**config.mk**
```make
export PLATFORM = sky130hd
export DESIGN_NAME = seq_divider_flat
export DESIGN_NICKNAME = d
export VERILOG_FILES = /design/src/rtl/seq_divider_pkg.sv /design/src/rtl/seq_divider_if.sv /design/src/rtl/seq_divider_step.sv /design/src/rtl/seq_divider.sv /design/src/flat_wrapper.sv
export SDC_FILE = /design/constraint.sdc
export NUM_CORES = 1
export LEC_CHECK = 0
export CORE_MARGIN = 4
export CORE_UTILIZATION = 55
export DETAILED_ROUTE_END_ITERATION = 12
export GPL_TIMING_DRIVEN = 0
export PLACE_DENSITY = 0.8
export SLEW_MARGIN = 40
export SYNTH_ARGS = -nofsm -noshare
export SYNTH_HDL_FRONTEND = slang
export SYNTH_HIERARCHICAL = 1
export SYNTH_SLANG_ARGS = --single-unit
```
**constraint.sdc**
```tcl
create_clock -name clk -period 3.5 [get_ports clk]
set_input_delay 0.875 -clock clk [delete_from_list [all_inputs] [get_ports clk]]
set_output_delay 0.875 -clock clk [all_outputs]
set_load 0.05 [all_outputs]
```
**src/rtl/seq_divider_pkg.sv**
```systemverilog
// ---------------------------------------------------------------------------
// div_pkg : shared definitions for the sequential divider (seq_divider).
//   DIV_WIDTH   default operand/result width
//   DIV_CNT_W   step-counter width for the default width
//   div_state_e controller state encoding
//   cnt_bits()  counter width needed to count up to a given width
// ---------------------------------------------------------------------------
package div_pkg;

  localparam int DIV_WIDTH = 32;

  // Enough bits to hold any value 0..w.
  function automatic int cnt_bits(input int w);
    return $clog2(w + 1);
  endfunction

  localparam int DIV_CNT_W = $clog2(DIV_WIDTH + 1);

  typedef enum logic [1:0] {
    IDLE = 2'd0,
    CALC = 2'd1,
    FIX  = 2'd2,
    DONE = 2'd3
  } div_state_e;

endpackage

```
**src/rtl/seq_divider_if.sv**
```systemverilog
// ---------------------------------------------------------------------------
// seq_divider_if : request/result bundle between the ALU controller and the
// sequential divider.
//   start, dividend, divisor                      controller -> divider
//   busy, done, quotient, remainder, div_by_zero  divider -> controller
// Modports: master (controller side), slave (divider side).
// ---------------------------------------------------------------------------
interface seq_divider_if
  import div_pkg::*;
#(
  parameter int WIDTH = DIV_WIDTH
);

  logic             start;
  logic [WIDTH-1:0] dividend;
  logic [WIDTH-1:0] divisor;
  logic             busy;
  logic             done;
  logic [WIDTH-1:0] quotient;
  logic [WIDTH-1:0] remainder;
  logic             div_by_zero;

  modport master (
    output start, dividend, divisor,
    input  busy, done, quotient, remainder, div_by_zero
  );

  modport slave (
    input  start, dividend, divisor,
    output busy, done, quotient, remainder, div_by_zero
  );

endinterface

```
**src/rtl/seq_divider_step.sv**
```systemverilog
// ---------------------------------------------------------------------------
// div_step : one combinational restoring-division iteration.
//   rem      running partial remainder (always < dvs)
//   q        dividend bits still to be consumed (MSB first); quotient bits
//            shift in at the LSB
//   dvs      divisor magnitude
//   rem_next / q_next  values after this iteration
// ---------------------------------------------------------------------------
module div_step
  import div_pkg::*;
#(
  parameter int WIDTH = DIV_WIDTH
) (
  input  logic [WIDTH-1:0] rem,
  input  logic [WIDTH-1:0] q,
  input  logic [WIDTH-1:0] dvs,
  output logic [WIDTH-1:0] rem_next,
  output logic [WIDTH-1:0] q_next
);

  logic [WIDTH:0] partial;
  logic [WIDTH:0] trial;
  logic           fits;

  // Bring down the next dividend bit and try subtracting the divisor.
  always_comb begin
    partial = {rem, q[WIDTH-1]};
    trial   = partial - {1'b0, dvs};
    // "trial >= 0" in the restoring algorithm is simply "no borrow".
    fits    = (partial >= {1'b0, dvs});
    if (fits) begin
      rem_next = trial[WIDTH-1:0];
    end else begin
      rem_next = partial[WIDTH-1:0];
    end
    q_next = {q[WIDTH-2:0], fits};
  end

endmodule

```
**src/rtl/seq_divider.sv**
```systemverilog
// ---------------------------------------------------------------------------
// seq_divider : iterative restoring divider, one quotient bit per clock.
//   clk  system clock (rising edge)
//   rst  synchronous active-high reset
//   bus  seq_divider_if.slave: start/dividend/divisor in,
//        busy/done/quotient/remainder/div_by_zero out (all registered)
// Timing: start accepted at edge T (in IDLE or DONE) -> busy for WIDTH+1
// cycles, done pulse at T+WIDTH+2; a zero divisor skips the iterations and
// reports at T+2.
// Build option: define SEQ_DIVIDER_SIGNED_EN for two's-complement operands
// (quotient truncates toward zero, remainder takes the dividend's sign).
// Without it, operands and results are unsigned.
// ---------------------------------------------------------------------------
module seq_divider
  import div_pkg::*;
#(
  parameter int WIDTH = DIV_WIDTH
) (
  input logic         clk,
  input logic         rst,
  seq_divider_if.slave bus
);

  localparam int CNT_W = (WIDTH == DIV_WIDTH) ? DIV_CNT_W : cnt_bits(WIDTH);
  localparam logic [WIDTH-1:0] ZERO = {WIDTH{1'b0}};
  localparam logic [WIDTH-1:0] ONES = {WIDTH{1'b1}};

  div_state_e       state;
  logic [WIDTH-1:0] rem;
  logic [WIDTH-1:0] q;
  logic [WIDTH-1:0] dvs;
  logic [CNT_W-1:0] cnt;
  logic             dz;

  logic             accept;
  logic [WIDTH-1:0] dividend_mag;
  logic [WIDTH-1:0] divisor_mag;
  logic [WIDTH-1:0] rem_next;
  logic [WIDTH-1:0] q_next;
  logic [WIDTH-1:0] q_fix;
  logic [WIDTH-1:0] r_fix;

`ifdef SEQ_DIVIDER_SIGNED_EN
  localparam logic [WIDTH-1:0] ONE = {{(WIDTH-1){1'b0}}, 1'b1};
  logic sign_q;
  logic sign_r;
`endif

  div_step #(.WIDTH(WIDTH)) u_step (
    .rem      (rem),
    .q        (q),
    .dvs      (dvs),
    .rem_next (rem_next),
    .q_next   (q_next)
  );

  // A new request is taken only when no division is in flight.
  always_comb begin
    if ((state == IDLE) || (state == DONE)) begin
      accept = bus.start;
    end else begin
      accept = 1'b0;
    end
  end

  // Operand magnitudes; the most-negative value maps to 2^(WIDTH-1) unsigned.
  always_comb begin
`ifdef SEQ_DIVIDER_SIGNED_EN
    if (bus.dividend[WIDTH-1]) begin
      dividend_mag = ~bus.dividend + ONE;
    end else begin
      dividend_mag = bus.dividend;
    end
    if (bus.divisor[WIDTH-1]) begin
      divisor_mag = ~bus.divisor + ONE;
    end else begin
      divisor_mag = bus.divisor;
    end
`else
    dividend_mag = bus.dividend;
    divisor_mag  = bus.divisor;
`endif
  end

  // Sign restoration; most-negative / -1 falls out as a natural wrap.
  always_comb begin
`ifdef SEQ_DIVIDER_SIGNED_EN
    if (sign_q) begin
      q_fix = ~q + ONE;
    end else begin
      q_fix = q;
    end
    if (sign_r) begin
      r_fix = ~rem + ONE;
    end else begin
      r_fix = rem;
    end
`else
    q_fix = q;
    r_fix = rem;
`endif
  end

  // Controller, datapath registers and registered outputs.
  always_ff @(posedge clk) begin
    if (rst) begin
      state           <= IDLE;
      bus.busy        <= 1'b0;
      bus.done        <= 1'b0;
      bus.quotient    <= ZERO;
      bus.remainder   <= ZERO;
      bus.div_by_zero <= 1'b0;
      cnt             <= {CNT_W{1'b0}};
      rem             <= ZERO;
      q               <= ZERO;
      dvs             <= ZERO;
      dz              <= 1'b0;
`ifdef SEQ_DIVIDER_SIGNED_EN
      sign_q          <= 1'b0;
      sign_r          <= 1'b0;
`endif
    end else begin
      case (state)
        IDLE, DONE: begin
          bus.done <= 1'b0;
          if (accept) begin
            rem      <= ZERO;
            cnt      <= {CNT_W{1'b0}};
            dvs      <= divisor_mag;
            bus.busy <= 1'b1;
`ifdef SEQ_DIVIDER_SIGNED_EN
            sign_q   <= bus.dividend[WIDTH-1] ^ bus.divisor[WIDTH-1];
            sign_r   <= bus.dividend[WIDTH-1];
`endif
            if (bus.divisor == ZERO) begin
              // Keep the raw dividend: it is reported back as the remainder.
              q     <= bus.dividend;
              dz    <= 1'b1;
              state <= FIX;
            end else begin
              q     <= dividend_mag;
              dz    <= 1'b0;
              state <= CALC;
            end
          end else begin
            bus.busy <= 1'b0;
            state    <= IDLE;
          end
        end

        CALC: begin
          rem <= rem_next;
          q   <= q_next;
          if (cnt == CNT_W'(WIDTH - 1)) begin
            cnt   <= {CNT_W{1'b0}};
            state <= FIX;
          end else begin
            cnt   <= cnt + {{(CNT_W-1){1'b0}}, 1'b1};
            state <= CALC;
          end
        end

        FIX: begin
          if (dz) begin
            bus.quotient    <= ONES;
            bus.remainder   <= q;
            bus.div_by_zero <= 1'b1;
          end else begin
            bus.quotient    <= q_fix;
            bus.remainder   <= r_fix;
            bus.div_by_zero <= 1'b0;
          end
          bus.busy <= 1'b0;
          bus.done <= 1'b1;
          state    <= DONE;
        end

        default: begin
          bus.busy <= 1'b0;
          bus.done <= 1'b0;
          state    <= IDLE;
        end
      endcase
    end
  end

endmodule

```
**src/flat_wrapper.sv**
```systemverilog
// flat-port wrapper written by rule: the top's interface ports become plain ports
module seq_divider_flat import div_pkg::*;
#(
  parameter int WIDTH = DIV_WIDTH
)
  (clk, rst, bus_start, bus_dividend, bus_divisor, bus_busy, bus_done, bus_quotient, bus_remainder, bus_div_by_zero);
  seq_divider_if #(.WIDTH(WIDTH)) bus_i ();
  input logic clk;
  input logic rst;
  input wire logic [$bits(bus_i.start)-1:0] bus_start;
  input wire logic [$bits(bus_i.dividend)-1:0] bus_dividend;
  input wire logic [$bits(bus_i.divisor)-1:0] bus_divisor;
  output wire logic [$bits(bus_i.busy)-1:0] bus_busy;
  output wire logic [$bits(bus_i.done)-1:0] bus_done;
  output wire logic [$bits(bus_i.quotient)-1:0] bus_quotient;
  output wire logic [$bits(bus_i.remainder)-1:0] bus_remainder;
  output wire logic [$bits(bus_i.div_by_zero)-1:0] bus_div_by_zero;
  assign bus_i.start = bus_start;
  assign bus_i.dividend = bus_dividend;
  assign bus_i.divisor = bus_divisor;
  assign bus_busy = bus_i.busy;
  assign bus_done = bus_i.done;
  assign bus_quotient = bus_i.quotient;
  assign bus_remainder = bus_i.remainder;
  assign bus_div_by_zero = bus_i.div_by_zero;
  seq_divider #(.WIDTH(WIDTH)) u_core (.clk(clk), .rst(rst), .bus(bus_i));
endmodule
```
# Yosys cells after proc, flatten, opt, wreduce, memory -nomap -nowiden
# Cells that the tools add are included.
dict set report word_totals {
  ff_bits 172
  mem_count 0
  input_bits 67
  output_inout_bits 67
  rom_bits 0
  wordCells 47
  latch_bits 0
  mem_bits_rw 0
}
dict set report op_classes {
  n_eq_ne 5
  reduce_logical 8
  div_mod_pow 0
  n_shift 0
  n_mux 20
  addsub 2
  n_bitwise 0
  magnitude_cmp 1
  mul 0
}
# operator count
set ops {}
lappend ops {{$mux 32} 5}
lappend ops {{$pmux 32 s2} 2}
lappend ops {{$ge 33x32->1} 1}
lappend ops {{$logic_not 32->1} 1}
lappend ops {{$sub 32x32->32} 1}
lappend ops {{$mux 6} 2}
lappend ops {{$pmux 6 s2} 1}
lappend ops {{$add 6x1->6 const B} 1}
lappend ops {{$eq 6x5->1 const B} 1}
lappend ops {{$mux 2} 3}
lappend ops {{$pmux 2 s3} 1}
lappend ops {{$eq 2x2->1 const B} 2}
lappend ops {{$mux 1} 4}
lappend ops {{$pmux 1 s2} 2}
lappend ops {{$reduce_and 2->1} 2}
lappend ops {{$reduce_bool 2->1} 2}
lappend ops {{$eq 2x1->1 const B} 1}
lappend ops {{$logic_not 2->1} 1}
lappend ops {{$ne 2x1->1 const B} 1}
lappend ops {{$reduce_or 2->1} 1}
lappend ops {{$logic_or 1x1->1} 1}

# Depth between registers and ports, before layout
# Gate-level depths: netlist (run 1).
dict set report depth {
  depth_word 5
  depth_mapped 16
  depth_no_buf 13
}

# Hierarchy
# Netlist (run 1), hierarchy kept.
# module area_per_inst_um2 cells_each instances seq_area_each_um2
set by_module_without_submodules {}
lappend by_module_without_submodules {seq_divider 6880.3 748 1 3443.3}
lappend by_module_without_submodules {div_step 2571.2 355 1 0.0}

# Least setup slack after synthesis (run 1)
# No wires, ideal clock.
dict set report synth_timing {
  path_kind {reg2reg}
  start {reg u_core.dvs[7]}
  end {reg u_core.rem[21], in the netlist u_core/r_fix[21]}
  slack_ns 0.524
  path_stages_with_launch 16
  n_path_buf 2
  setup_time_ns 0.132
  required_ns 3.368
  arrival_time_ns 2.844
  synth_period_minus_slack_ns 2.976
  path_cell_list {dfxtp_1 > inv_1 > ha_1 > a21oi_2 > a211oi_1 > or3_4 > nor4b_4 > o21ai_2 > a31oi_4 > o21a_4 > inv_2 > buf_6 > buf_12 > mux2_4 > nand3_1 > a21oi_1}
}
dict set report synth_between {
  elab_chain_cells 3
  elab_cells_between_ends 4
  classes_between {add/sub (1); order compare (1); mux (2)}
}
# element line
set synth_rtl {}
lappend synth_rtl {{start, declared} seq_divider.sv:31} ;# logic [WIDTH-1:0] dvs;
lappend synth_rtl {{start signal, assigned} seq_divider.sv:129} ;# dvs <= divisor_mag;
lappend synth_rtl {{$ge 33x32->1} seq_divider_step.sv:30} ;# fits = (partial >= {1'b0, dvs});
lappend synth_rtl {{net u_core.u_step.fits} seq_divider_step.sv:23} ;# logic fits;
lappend synth_rtl {{$mux 32} seq_divider_step.sv:31} ;# if (fits) begin
lappend synth_rtl {{net u_core.rem_next[21]} seq_divider.sv:38} ;# logic [WIDTH-1:0] rem_next;
lappend synth_rtl {{$pmux 32 s2} seq_divider.sv:123} ;# case (state)
lappend synth_rtl {{end signal, assigned} seq_divider.sv:152} ;# rem <= rem_next;
lappend synth_rtl {{end, declared} seq_divider.sv:29} ;# logic [WIDTH-1:0] rem;
# The timed path passes the listed nets, and every way through them passes these cells.
# A chain may end at the register's enable or synchronous reset.

# Final worst setup path (run 1)
dict set report layout_timing {
  start {reg u_core.rem[11], in the netlist u_core/r_fix[11]}
  end {reg u_core.rem[22], in the netlist u_core/r_fix[22]}
}
dict set report layout_between {
  elab_chain_cells 3
  elab_cells_between_ends 4
  classes_between {add/sub (1); order compare (1); mux (2)}
}
# element line
set layout_rtl {}
lappend layout_rtl {{$ge 33x32->1} seq_divider_step.sv:30}
lappend layout_rtl {{net u_core.u_step.fits} seq_divider_step.sv:23}
lappend layout_rtl {{$mux 32} seq_divider_step.sv:31}
lappend layout_rtl {{net u_core.rem_next[22]} seq_divider.sv:38}
lappend layout_rtl {{$pmux 32 s2} seq_divider.sv:123}
# The timed path passes the listed nets, and every way through them passes these cells.

==> impl_results.md, run 1 <==
* Status: finished clean
* CP peak stage delay at roughly 440 ps
* Syn Area/Cell at around 8.6 sq um
* Data required, critical path at approximately 3800 ps
* Drt pass-1 iters at 8
* Vias per cell at 5.814
* Crit-path max FO at 10
* # fillers at 1407
* Horiz. Die Dim at approximately 140 um
* Remaining DRCs at 0
* GPL Wtd Cong at 0.9671
* Post-synthesis cell count at roughly 1100
* Yosys top cell by area: dfxtp_1
* GRT overflow at 0
* Initial antenna violation count at 0
* Final wirelength at 26630 um
* Synth warnings at 6
* Final critical-path required period at 3328 ps
* Grt met1 use at around a third
* Combinational group share of total power at 18.7%
* Synthesized cell area at 9452 sq um
* Seq pwr share at 42.5%
* RR Startpoint: u_core/r_fix[11]
* Ys async rst share at 0%
* Synth cell count leaders: dfxtp_1 (172), nor2_1 (129), nand2_1 (124)
* Synth-to-layout area growth at 23.59%
* Synth cell types at 64
* Maximum clock rate at 300.4 MHz
* Hold crit path type: flop to flop
* Worst-path cell chain: ha_1 -> nand4_1 -> a211oi_1 -> or3_4 -> nor4b_4 -> o21ai_2 -> a31oi_4 -> o21a_4 -> inv_2 -> buf_6 -> buf_12 -> mux2_4 -> nand3_1 -> a21oi_1
* Gr usage total at between 20% and 30%
* Pin count of the biggest net entering global routing at 17
* Crit path buffers/inverters at 3
* TritonCTS buffer count at 17
* Fraction of layout cells with a size suffix above 1 at 14.84%
* Startpoint types: flop
* Register area at 3450 sq um
* Hold path startpoint: u_core/dvs[17]
* Core Rows at 47
* CP Capture Type: flop
* Sw frac at approximately 28%
* Clk slew on worst S/H paths at ~60 ps
* Max VDD drop at 0.0003635 V
* Clk network pwr share at 38.8%
* Routed len/inst at roughly 18 um
* Most numerous cell in the Yosys netlist: dfxtp_1
* Predominant post-synthesis flop cell: dfxtp_1
* Worst EP arrival at about 3600 ps
* Setup CP Type: flop to flop
* Clk buf depth at 2
* Critical path depth in cells at 14
* Reg-to-reg endpoint: u_core/r_fix[22]
* Yosys reg bits at 172
* Seq/Total Area, Yosys at a little over a third
* Max-slew violation count at 0
* Fin area at 11680 sq um
* Met2 Usage GRT at 44.75%
* Share of the synthesized area in the top cell type at 36.43%
* Mapped Nets at 1207
* Worst Hold End: u_core/dvs[17]
* Slew @ Worst Pin at 796.7 ps
* Routed Antenna Nets at 0
* Routed vias at around 8600
* Final setup violation count at 0
* Placed Instance Area at 11050 sq um
* Initial DRC Count at 630
* First-pass GRT wire length at 42340 um
* Worst-skew pair later-pin latency at 430 ps
* Pwr/cell area at 420.4 nW/um^2
* WHS Path Cells at 2
* Worst relative slew slack at 46.89%
* Final hold viol count at 0
* Delay-heaviest family, CP: simple AND/OR/NAND/NOR gates
* I/O pins at 134
* Clock sink total at 172
* Dominant cells by area after synthesis: dfxtp_1 (36%), mux2i_1 (7.3%), nor2_1 (5.1%), a21oi_1 (5.0%), nand2_1 (4.9%)
* Final #Nets at 1359
* TritonCTS clock tree: done
* GRT busiest layer: met2
* Initial Util at 56.59%
* Number of enable flip-flop cells after synthesis at 0
* Met3 Usage GRT at 4.724%
* CTS Root Cell: clkbuf_16
* Pint at between 3 and 4 mW
* Detailed Place HPWL at 19990 um
* Total net switching power at about 1.4 mW
* Max-Cap Viols at 0
* Slowest CP cell: dfxtp_1
* Number of global-route vias before repair at 8396
* H-tree depth at 4
* Die H at 139.1 um
* Internal reg-to-reg setup slack at 170 ps
* Final Cycle Share at 95.10%
* Diodes inserted at 0
* Core region area at 16700 sq um
* Clock skew at 8.797 ps
* Worst r2r path cells at 14
* Overall Power at roughly 5 mW
* Leak pwr at 4.431 nW
* Die area at 19350 sq um
* Port Buffer Count at 132
* Area of the multi-input gates at 5209 sq um
==> metrics by stage <==
| stage | utilization, % | setup WS [ps] | TNS (ps) | hold slack [ps] | cells |
|---|---|---|---|---|---|
| CTS | 69.74 | 32.77 | 0 | 455.6 | 1486 |
| global placement | 66.15 | -60.58 | -60.58 | 445.1 | 1455 |
| floorplan | - | 524.1 | 0 | 436.3 | 1103 |
| global route | 69.94 | -37.39 | -181.9 | 474.4 | 1487 |
| detailed placement | 66.15 | -67.40 | -67.40 | 447.4 | 1455 |
| finish | 69.94 | 171.6 | 0 | 453.0 | 1487 |
==> cell families after synthesis <==
family	count (synthesis)	synth area share, %
AOI/OAI and AO/OA	258	19.35
DFF	172	36.43
and+or+nand+nor	352	16.30
buffers and inverters	154	8.737
muxes	100	11.42
xor gates and xnor gates	30	2.780
adders and majority gates	37	4.977
==> flip-flops by register name, indices dropped and copies added, names as in the netlist <==
name / cells
u_core/r_fix: 32
u_core/bus.quotient: 32
u_core/bus.remainder: 32
u_core/dz: 1
u_core/bus.done: 1
u_core/bus.div_by_zero: 1
u_core/cnt: 6
u_core/bus.busy: 1
u_core/dvs: 32
u_core/q: 32
u_core/state: 2
==> power groups by stage <==
stage	clock [mW]	sequential, mW	combinational, mW
after global placement	0	2.13	0.863
after CTS	1.93	2.08	0.894
after detailed placement	0	2.13	0.883
final	1.91	2.09	0.918
after global routing	2.02	2.09	0.989
after floorplan	0	2.11	0.650
==> worst register-to-register path: cells and delay by family (launching register included) <==
kind / cells / cell delay, ps
simple gates: 4 / 1000
buf+inv: 3 / 370
mux: 1 / 300
compound gates: 5 / 720
flops: 1 / 440
fa+ha+maj: 1 / 360
==> layout make-up <==
type	instances	share of cell area (%)
Multi-Input combinational cell	777	44.59
Sequential cell	172	29.53
Timing Repair Buffer	134	11.44
Buffer	110	5.656
Clock buffer	20	3.910
Tap cell	220	2.356
Inverter	43	1.382
Clock inverter	11	1.135
==> worst max-delay path by stage <==
| stage | start | to | slack (ps) |
|---|---|---|---|
| floorplan | u_core/dvs[7] | u_core/r_fix[21] | 520 |
| global placement | u_core/q[31] | u_core/r_fix[30] | -60 |
| detailed placement | u_core/q[31] | u_core/r_fix[30] | -70 |
| CTS | u_core/q[31] | u_core/r_fix[30] | 30 |
| global route | u_core/dvs[7] | u_core/r_fix[21] | -40 |
| finish | u_core/r_fix[11] | u_core/r_fix[22] | 170 |
==> what timing repair did <==
action | CTS | global route
setup buffers | 0 | 2
pin swaps | 0 | 3
gates resized for setup | 2 | 9
hold endpoints to repair | 0 | 0
hold buffers | 0 | 0
endpoints found under the setup margin | 5 | 20
==> cell usage in the layout, fill, tap and decap left out, drive strengths merged, types with 7 or more instances in the layout <==
| cell type | n |
|---|---|
| nor4 | 10 |
| nand4 | 13 |
| a21o | 10 |
| nand2 | 124 |
| a21oi | 95 |
| mux2i | 70 |
| ha | 36 |
| dfxtp | 172 |
| xor2 | 11 |
| nor3 | 7 |
| clkdlybuf4s50 | 132 |
| inv | 47 |
| o21ai | 15 |
| mux2 | 30 |
| o22ai | 32 |
| nor2 | 129 |
| a211oi | 67 |
| nor2b | 7 |
| nand3 | 41 |
| buf | 77 |
| xnor2 | 19 |
| clkbuf | 55 |
==> metal layers <==
layer	part of all wire [%]	vias to the layer above
met2	48	309
met4	3.4	0
met3	5.7	54
met1	43	4118
met5	0	-
li1	-	4165
(Power assumes the default switching activity.)
==> run 2, diff against run 1 <==
CAP_MARGIN = 25   (was default)
CORE_UTILIZATION = 50   (was 55)
PLACE_DENSITY = 0.74   (was 0.8)
==> impl_results.md, run 2 (synthesized netlist as in run 1, its figures left out) <==
* CP peak stage delay at 490 ps (was 440 ps)
* Number of global-route vias before repair at 8018 (was 8396)
* Cells after DPL at 1469 (was 1455)
* Most used cell, CP: nand3_1
* Worst Hold End: u_core/dvs[2] (was u_core/dvs[17])
* Initial Util at 50.70% (was 56.59%)
* Max-slew violation count at 0 (unchanged)
* GRT overflow at 0 (unchanged)
* Met3 Usage GRT at 4.111% (was 4.724%)
* Total net switching power at 1.436 mW (was 1.366 mW)
* Die H at 145.5 um (was 139.1 um)
* TritonCTS buffer count at 17 (unchanged)
* Setup CP Type: flop to flop (unchanged)
* Routed vias at 8319 (was 8646)
* Clock skew at 6.301 ps (was 8.797 ps)
* Final critical-path required period at 3373 ps (was 3328 ps)
* Pint at 3.473 mW (was 3.544 mW)
* Maximum clock rate at 296.5 MHz (was 300.4 MHz)
* Area of the multi-input gates at 5202 sq um (was 5209 sq um)
* Initial antenna violation count at 0 (unchanged)
* Clock sink total at 172 (unchanged)
* Worst relative slew slack at 48.63% (was 46.89%)
* # fillers at 1633 (was 1407)
* Grt met1 use at 31.65% (was 34.09%)
* Data required, critical path at 3860 ps (was 3790 ps)
* Pwr/cell area at 419.1 nW/um^2 (was 420.4 nW/um^2)
* Initial DRC Count at 522 (was 630)
* Seq pwr share at 42.5% (about the same)
* Port Buffer Count at 132 (unchanged)
* Status: finished clean (unchanged)
* Gr usage total at 23.59% (was 26.74%)
* Final wirelength at 25470 um (was 26630 um)
* I/O pins at 134 (unchanged)
* Commonest non-fill, non-tap cell in the layout: dfxtp_1 (unchanged)
* Worst r2r path cells at 13 (was 14)
* Crit-path max FO at 4 (was 10)
* Most frequent cells in the layout: dfxtp_1 (169), clkdlybuf4s50_1 (132), nor2_1 (129) (was dfxtp_1 (167), clkdlybuf4s50_1 (132), nor2_1 (129))
* TritonCTS clock tree: done (unchanged)
* Pin count of the biggest net entering global routing at 19 (was 17)
* Synth-to-layout area growth at 23.92% (was 23.59%)
* Sw frac at 29.26% (was 27.83%)
* Hold path startpoint: u_core/dvs[2] (was u_core/dvs[17])
* Routed Antenna Nets at 0 (unchanged)
* Worst-path cell chain: inv_1 -> ha_1 -> fa_1 -> nor2b_1 -> o31a_1 -> o21ai_1 -> o31ai_2 -> a21oi_2 -> or3b_2 -> nand3_1 -> mux2_4 -> nand3_1 -> a21oi_1 (was ha_1 -> nand4_1 -> a211oi_1 -> or3_4 -> nor4b_4 -> o21ai_2 -> a31oi_4 -> o21a_4 -> inv_2 -> buf_6 -> buf_12 -> mux2_4 -> nand3_1 -> a21oi_1)
* Diodes inserted at 0 (unchanged)
* Worst EP arrival at 3730 ps (was 3620 ps)
* Max-Cap Viols at 0 (unchanged)
* Hold crit path type: flop to flop (unchanged)
* WHS Path Cells at 2 (unchanged)
* Final hold viol count at 0 (unchanged)
* Clk slew on worst S/H paths at 70 ps (was 60 ps)
* Combinational group share of total power at 18.6% (was 18.7%)
* Horiz. Die Dim at 145.5 um (was 139.1 um)
* Final Cycle Share at 96.37% (was 95.10%)
* Worst-skew pair later-pin latency at 430 ps (about the same)
* Startpoint types: flop (unchanged)
* Clk network pwr share at 38.9% (was 38.8%)
* Final setup violation count at 0 (unchanged)
* Slew @ Worst Pin at 770.6 ps (was 796.7 ps)
* CTS Root Cell: clkbuf_16 (unchanged)
* Internal reg-to-reg setup slack at 130 ps (was 170 ps)
* Final #Nets at 1362 (was 1359)
* Slowest CP cell: or3b_2 (was dfxtp_1)
* Leak pwr at 4.444 nW (was 4.431 nW)
* Routed len/inst at 16.92 um (was 17.91 um)
* Die area at 21170 sq um (was 19350 sq um)
* Core region area at 18640 sq um (was 16700 sq um)
* Reg-to-reg endpoint: u_core/r_fix[30] (was u_core/r_fix[22])
* Fraction of layout cells with a size suffix above 1 at 14.87% (was 14.84%)
* Met2 Usage GRT at 38.68% (was 44.75%)
* CTS Hold Bufs at 0 (unchanged)
* GRT busiest layer: met2 (unchanged)
* RR Startpoint: u_core/q[31] (was u_core/r_fix[11])
* Max VDD drop at 0.0003393 V (was 0.0003635 V)
* Drt pass-1 iters at 5 (was 8)
* GPL Wtd Cong at 0.9249 (was 0.9671)
* First-pass GRT wire length at 40850 um (was 42340 um)
* Clk buf depth at 2 (unchanged)
* Register area at 3447 sq um (was 3450 sq um)
* Detailed Place HPWL at 19760 um (was 19990 um)
* Vias per cell at 5.528 (was 5.814)
* H-tree depth at 4 (unchanged)
* Core Rows at 50 (was 47)
* Remaining DRCs at 0 (unchanged)
* CP Capture Type: flop (unchanged)
* Final non-filler cell total at 1505 (was 1487)
* Final hold slack at 453.5 ps (was 453.0 ps)
## run 2: changes by cell type in the layout (fill, tap and decap cells not counted), moves of 2 or more
cell | previous run | this run
buf_4 | 37 | 39
clkbuf_8 | 2 | 0
dfxtp_1 | 167 | 169
dfxtp_2 | 5 | 3
inv_6 | 4 | 6
inv_8 | 0 | 4
## run 2: layout make-up
type,count,share of cell area [%]
timing repair buffer,136,11.54
sequential,172,29.43
buffer,111,5.672
tap,234,2.500
clock buffer,17,3.632
inverter,43,1.378
clock inverter,15,1.431
multi-input combinational,777,44.42
## run 2: worst max-delay path by stage
stage	startpoint	to	slack, ps	cells past startpoint
floorplan	u_core/dvs[7]	u_core/r_fix[21]	520	15
global placement	u_core/r_fix[9]	u_core/r_fix[27]	-90	15
detailed placement	u_core/q[31]	u_core/r_fix[30]	-130	13
CTS	u_core/q[31]	u_core/r_fix[30]	20	13
global route	u_core/q[31]	u_core/r_fix[30]	-20	13
finish	u_core/q[31]	u_core/r_fix[30]	130	13
## run 2: per-layer routing
| metal | share of wire (%) | vias to the layer above |
|---|---|---|
| met5 | 0 | - |
| met4 | 2.1 | 0 |
| met3 | 4.8 | 34 |
| met2 | 46 | 237 |
| met1 | 47 | 3882 |
| li1 | - | 4166 |
## run 2: power groups by stage
stage               registers [mW]  logic, mW  clock network, mW
finish                        2.09      0.912               1.91
global route                  2.10      0.989               2.02
CTS                           2.09      0.890               1.94
detailed placement            2.13      0.880                  0
global placement              2.13      0.871                  0
floorplan                     2.11      0.650                  0
## run 2: worst max-delay path, delay by kind of cell, from the launching register on
kind                       cells  cell delay [ps]
buffers and inverters          1              100
muxes                          1              150
DFF                            1              420
and+or+nand+nor                4              850
adders and majority gates      2              640
AOI/OAI and AO/OA              5             1140
## run 2: stage by stage
stage | util, % | power (mW) | area [sq um] | worst slack (ps) | TNS (ps)
floorplan | - | 2.760 | 9452 | 524.1 | 0
global placement | 59.36 | 3.000 | 11070 | -86.08 | -1235
detailed placement | 59.36 | 3.012 | 11070 | -126.4 | -1442
CTS | 62.59 | 4.912 | 11670 | 16.92 | 0
global route | 62.83 | 5.108 | 11710 | -21.56 | -22.00
finish | 62.83 | 4.909 | 11710 | 127.2 | 0
## run 2: timing repair
item	CTS	global route
resized for setup	2	6
pin swaps	0	3
setup buffers	0	4
endpoints found under the hold margin	0	0
setup endpoints to repair	20	21
==> run 3, diff against run 2 <==
SLEW_MARGIN = 10   (was 40)
==> results of run 3 <==
Final layout, timing and power as in run 2 (identical DEF).
